$ cat src/rtl/edge_evt_arb.sv
// Multi-channel edge-event controller: per-channel edge detect, one-deep pending slot, round-robin event port.
// Optional event timestamps are enabled by defining EDGE_EVT_TS_EN.
module edge_evt_arb #(
    parameter int unsigned NCH = 4,
    parameter int unsigned IDW = 2,
    parameter int unsigned TSW = 16
) (
    input  logic           clk,
    input  logic           resetn,
    input  logic [NCH-1:0] s,
    input  logic [NCH-1:0] cfg_pos,
    input  logic [NCH-1:0] cfg_neg,
    input  logic           en,
    output logic           evt_valid,
    input  logic           evt_ready,
    output logic [IDW-1:0] evt_id,
    output logic           evt_rise,
    output logic [NCH-1:0] ovf,
    input  logic [NCH-1:0] ovf_clr
`ifdef EDGE_EVT_TS_EN
    ,
    output logic [TSW-1:0] evt_ts
`endif
);

    localparam int unsigned CW = (NCH > 1) ? $clog2(NCH) : 1;

    typedef enum logic {
        IDLE  = 1'b0,
        VALID = 1'b1
    } state_e;

    state_e         state_q, state_d;
    logic [NCH-1:0] s_r_q;
    logic [NCH-1:0] pend_q, pend_d;
    logic [NCH-1:0] pend_rise_q, pend_rise_d;
    logic [NCH-1:0] ovf_q, ovf_d;
    logic [NCH-1:0] rise, fall, det, pend_set, gnt_clr;
    logic [CW-1:0]  rr_ptr_q, rr_ptr_d;
    logic [CW-1:0]  gnt_sel;
    logic           gnt_found;
    logic           grant;
    logic           evt_valid_q, evt_valid_d;
    logic [IDW-1:0] evt_id_q, evt_id_d;
    logic           evt_rise_q, evt_rise_d;

    // Edge detection against the previous sampled level
    assign rise = s & ~s_r_q;
    assign fall = ~s & s_r_q;
    assign det  = {NCH{en}} & ((cfg_pos & rise) | (cfg_neg & fall));

    // Round-robin pick: first pending channel at or after rr_ptr, wrapping
    always_comb begin : p_pick
        int unsigned j;
        j         = 0;
        gnt_found = 1'b0;
        gnt_sel   = '0;
        for (int unsigned k = 0; k < NCH; k++) begin
            j = (32'(rr_ptr_q) + k) % NCH;
            if (!gnt_found && pend_q[CW'(j)]) begin
                gnt_found = 1'b1;
                gnt_sel   = CW'(j);
            end
        end
    end

    // Next-state and output logic
    always_comb begin
        state_d     = state_q;
        grant       = 1'b0;
        evt_valid_d = evt_valid_q;
        evt_id_d    = evt_id_q;
        evt_rise_d  = evt_rise_q;
        rr_ptr_d    = rr_ptr_q;
        case (state_q)
            IDLE: begin
                if (gnt_found) begin
                    grant       = 1'b1;
                    state_d     = VALID;
                    evt_valid_d = 1'b1;
                end
            end
            VALID: begin
                if (evt_ready) begin
                    if (gnt_found) begin
                        grant = 1'b1;
                    end else begin
                        state_d     = IDLE;
                        evt_valid_d = 1'b0;
                    end
                end
            end
            default: begin
                state_d     = IDLE;
                evt_valid_d = 1'b0;
            end
        endcase
        if (grant) begin
            evt_id_d   = IDW'(gnt_sel);
            evt_rise_d = pend_rise_q[gnt_sel];
            rr_ptr_d   = CW'((32'(gnt_sel) + 32'd1) % NCH);
        end
    end

    // Pending slots: a channel granted this cycle may accept a fresh event
    always_comb begin
        gnt_clr     = grant ? ({{(NCH-1){1'b0}}, 1'b1} << gnt_sel) : '0;
        pend_set    = det & (~pend_q | gnt_clr);
        pend_d      = (pend_q & ~gnt_clr) | pend_set;
        pend_rise_d = (pend_rise_q & ~pend_set) | (rise & pend_set);
        ovf_d       = (ovf_q & ~ovf_clr) | (det & pend_q & ~gnt_clr);
    end

    always_ff @(posedge clk or negedge resetn) begin
        if (!resetn) begin
            state_q     <= IDLE;
            s_r_q       <= '0;
            pend_q      <= '0;
            pend_rise_q <= '0;
            ovf_q       <= '0;
            rr_ptr_q    <= '0;
            evt_valid_q <= 1'b0;
            evt_id_q    <= '0;
            evt_rise_q  <= 1'b0;
        end else begin
            state_q     <= state_d;
            s_r_q       <= s;
            pend_q      <= pend_d;
            pend_rise_q <= pend_rise_d;
            ovf_q       <= ovf_d;
            rr_ptr_q    <= rr_ptr_d;
            evt_valid_q <= evt_valid_d;
            evt_id_q    <= evt_id_d;
            evt_rise_q  <= evt_rise_d;
        end
    end

    assign evt_valid = evt_valid_q;
    assign evt_id    = evt_id_q;
    assign evt_rise  = evt_rise_q;
    assign ovf       = ovf_q;

`ifdef EDGE_EVT_TS_EN
    logic [TSW-1:0] ts_q;
    logic [TSW-1:0] evt_ts_q, evt_ts_d;
    logic [TSW-1:0] pend_ts_q [NCH];

    assign evt_ts_d = grant ? pend_ts_q[gnt_sel] : evt_ts_q;

    // Free-running timestamp, captured per channel when its slot fills
    always_ff @(posedge clk or negedge resetn) begin
        if (!resetn) begin
            ts_q     <= '0;
            evt_ts_q <= '0;
            for (int unsigned i = 0; i < NCH; i++) begin
                pend_ts_q[i] <= '0;
            end
        end else begin
            ts_q     <= ts_q + TSW'(1);
            evt_ts_q <= evt_ts_d;
            for (int unsigned i = 0; i < NCH; i++) begin
                if (pend_set[i]) begin
                    pend_ts_q[i] <= ts_q;
                end
            end
        end
    end

    assign evt_ts = evt_ts_q;
`else
    logic [TSW-1:0] unused_tsw;
    assign unused_tsw = '0;
`endif

endmodule

$ cat config.mk
export PLATFORM = sky130hd
export DESIGN_NAME = edge_evt_arb
export DESIGN_NICKNAME = d
export VERILOG_FILES = /design/src/rtl/edge_evt_arb.sv
export SDC_FILE = /design/constraint.sdc
export NUM_CORES = 1
export LEC_CHECK = 0
export CORE_ASPECT_RATIO = 1.4
export CORE_MARGIN = 2
export CORE_UTILIZATION = 36
export CTS_BUF_LIST = sky130_fd_sc_hd__clkbuf_2 sky130_fd_sc_hd__clkbuf_4 sky130_fd_sc_hd__clkbuf_8
export CTS_CLUSTER_SIZE = 16
export DETAILED_ROUTE_END_ITERATION = 7
export SYNTH_ARGS = -nofsm -noshare
export SYNTH_HDL_FRONTEND = slang
export SYNTH_SLANG_ARGS = --single-unit
$ cat constraint.sdc
create_clock -name clk -period 5.04 [get_ports clk]
set_input_delay 1.008 -clock clk [delete_from_list [all_inputs] [get_ports clk]]
set_output_delay 1.008 -clock clk [all_outputs]
set_load 0.005 [all_outputs]
==> key figures <==
Critical path
  • Critical path, cell by cell: clkdlybuf4s50_1 > inv_1 > a21oi_1 > nand2_1 > a21oi_1 > mux2_2
  • Crit Path Max Fanout: 8
  • CP Class: primary input to flip-flop
  • WP buf/inv: 2
  • Stages on the worst setup path: 6
  • CP Data Arrival Time: 2.70 ns
  • R2R cell count: 8
  • CP top delay family: compound AO/OA/AOI/OAI gates
  • Slowest stage cell on the critical path: a21oi_1
  • Max incr delay on CP: 0.51 ns
  • Most used cell, CP: a21oi_1
  • Crit path capture type: flip-flop
  • Setup crit start kind: primary input
  • Crit path required time: between 5 and 6 ns

Clock network
  • Clock-pin slew on the worst setup and hold paths: 0.08 ns
  • Number of CTS-inserted buffers: 3
  • Root Buffer: clkbuf_8
  • Hold Buf Count CTS: 0
  • Worst-Skew Late Latency: 0.26 ns
  • Post-CTS resize count: 0
  • Post-CTS Setup Bufs: 0
  • CTS tree: yes
  • CTS H-tree lvls: 1
  • CTS Sinks: 23
  • Bufs on Longest Clock Path: 2

Finish
  • Register area: 576 um2
  • Fin area: around 1500 um2
  • Layout net count: around 170
  • Multi-input gate area: ~500 um2
  • Number of diodes: 0
  • Share of layout cells above drive strength 1: around 6.3%
  • P&R area growth vs syn: 32.2%
  • Filler instances: 278

Power
  • Peak supply drop: approximately 260 uV
  • Power per cell area: slightly above 500 nW/um2
  • Leakage power: 0.662 nW

Routing
  • Drt total wl: ~2.1 mm
  • Avg WL per Cell: around 12 um
  • Vias/cell: 4.83
  • Vias: around 870
  • Initial DRT Pass Iterations: 4
  • ANT nets after route: 0
  • Initial DRC Count: 19
  • DRC: 0

Floorplanning
  • Initial core utilization: approximately two fifths
  • Cell Rows: 23
  • Core Region: around 2900 um2
  • Die H: 69.8 um
  • Die area: 3560 um2
  • Die width: 51.0 um
  • Number of I/O pins: 28

Hold path
  • HP Class: flip-flop to flip-flop
  • Hold depth: 2

Timing
  • Final worst slack: around 2.5 ns
  • Slew @ Worst Pin: 1.02 ns
  • Slew Limit Fails: 0
  • Setup tns final: 0 ns
  • Slew Limit Headroom: between 30% and 40%
  • Post-layout min period: 2.55 ns
  • Number of setup violations in the final report: 0
  • Fin crit share: between 50% and 60%
  • Final hold vios: 0
  • F_max: between 0.3 and 0.4 GHz
  • RSZ-0062 raised after global routing: false
  • Clock skew: 0.00534 ns

Yosys
  • Largest area contributor in the netlist: dfrtp_1
  • Top post-synthesis cells by area: dfrtp_1 (52%), nand2_1 (9.1%), nor2b_1 (5.1%)
  • Syn avg cell area: 9.84 um2
  • Mapped Cells: around 110
  • Yosys reg bits: 23
  • Commonest cells post-synth: nand2_1 (27), dfrtp_1 (23), inv_1 (9), nor2b_1 (9), a21oi_1 (8)
  • Synth Net Count: 137
  • Synth async-reset ratio: 100%
  • Number of synthesis warnings: 0
  • Mapped Area: 1110 um2
  • Number of synthesized flops with an enable pin: 0
  • Post-synth top area share: roughly half
  • Ys flop type: dfrtp_1
  • Share of the yosys chip area belonging to registers: 51.7%
  • Distinct cell type count after synthesis: 21
  • Cell with the most instances after synthesis: nand2_1

GRT
  • GRT met1 Usage: approximately 16%
  • Pin count of the biggest net entering global routing: 24
  • Busiest grt layer: met2
  • Vias in the first global route: 850
  • First-pass GRT wire length: 3.65 mm
  • Met2 Resource Use GR: 22.5%
  • Met3 Track Usage GR: 2.16%
  • Total gr overflow: 0
  • GRT Overall Usage: 13.4%
  • Initial antenna violation count: 0

Placed design
  • PortBufs: 27
  • Gp weighted congestion: 0.802
  • Dpl cell area: roughly 1400 um2
  • Pre-CTS setup slack: 2.20 ns
  • Hpwl dp: 1.63 mm

Status
  • Status: finished, final reports clean

Flow run
  • Number of max-cap violations: 0
==> layout make-up <==
cell class / instances / share of cell area [%]
Clock inverter: 1 / 0.340
Multi-Input combinational cell: 80 / 33.9
Tap cell: 37 / 3.15
Inverter: 9 / 2.30
Timing Repair Buffer: 27 / 18.4
Sequential cell: 23 / 39.1
Clock buffer: 3 / 2.81
==> stage by stage <==
step	util [%]	power (mW)	hold WS [ns]	std cells
after floorplan	-	0.524	0.439	113
after global placement	49.0	0.632	0.451	176
after detailed placement	49.0	0.640	0.471	176
after CTS	50.6	0.758	0.485	180
after global routing	50.6	0.813	0.505	180
final	50.6	0.746	0.480	180
==> metal layers <==
metal	routed length [um]	vias to the layer above
li1	-	444
met1	928	408
met2	1090	15
met3	67	2
met4	21	0
met5	0	-
==> worst reg2reg max path: stages, from the launching register on <==
cell and delay [ns]:
dfrtp_1 0.53, a21oi_1 0.10, o21ai_0 0.15, o2bb2a_1 0.29, inv_1 0.13, ha_1 0.16, nand2_1 0.06, a21oi_1 0.18
mux2_2 0.34
==> cells by family after synthesis <==
| group | Yosys count | synth area share, % |
|---|---|---|
| adders and majority gates | 4 | 4.50 |
| and+or+nand+nor | 44 | 17.5 |
| muxes | 7 | 6.75 |
| DFF | 23 | 51.7 |
| AOI/OAI and AO/OA | 25 | 16.0 |
| buffers and inverters | 10 | 3.49 |
==> worst paths after layout <==
path	start	endpoint	slack, ns
max	evt_ready	flip-flop	2.49
min	evt_id[0]	evt_id[0]	0.48
max reg2reg	pend_q[0]	flip-flop	3.00
min reg2reg	evt_id[0]	evt_id[0]	0.48
max in group asynchronous	resetn	pend_q[1]	3.12
min in group asynchronous	resetn	rr_ptr_q[0]	1.30
==> where the power goes <==
part	total (mW)	internal, mW	leakage (nW)	switching [mW]
sequential	0.315	0.248	0.281	0.0671
combinational	0.317	0.161	0.356	0.157
clock	0.113	0.0551	0.0255	0.0583
==> cell usage in the layout, fill, tap and decap left out <==
cell,instances
clkinv_2,1
a22o_1,4
a221oi_4,1
o22ai_1,4
inv_1,9
clkbuf_8,3
o2bb2a_1,1
nand2_1,27
nor3_1,1
a21oi_1,8
nor4_1,1
and3_1,1
nor2_1,4
dfrtp_1,23
a22oi_1,1
nor2b_1,9
mux2_2,4
ha_1,4
mux2i_1,3
o21ai_0,5
clkdlybuf4s50_1,27
a2111oi_0,1
nand3_1,1
Power figures use the tool's default switching activity.
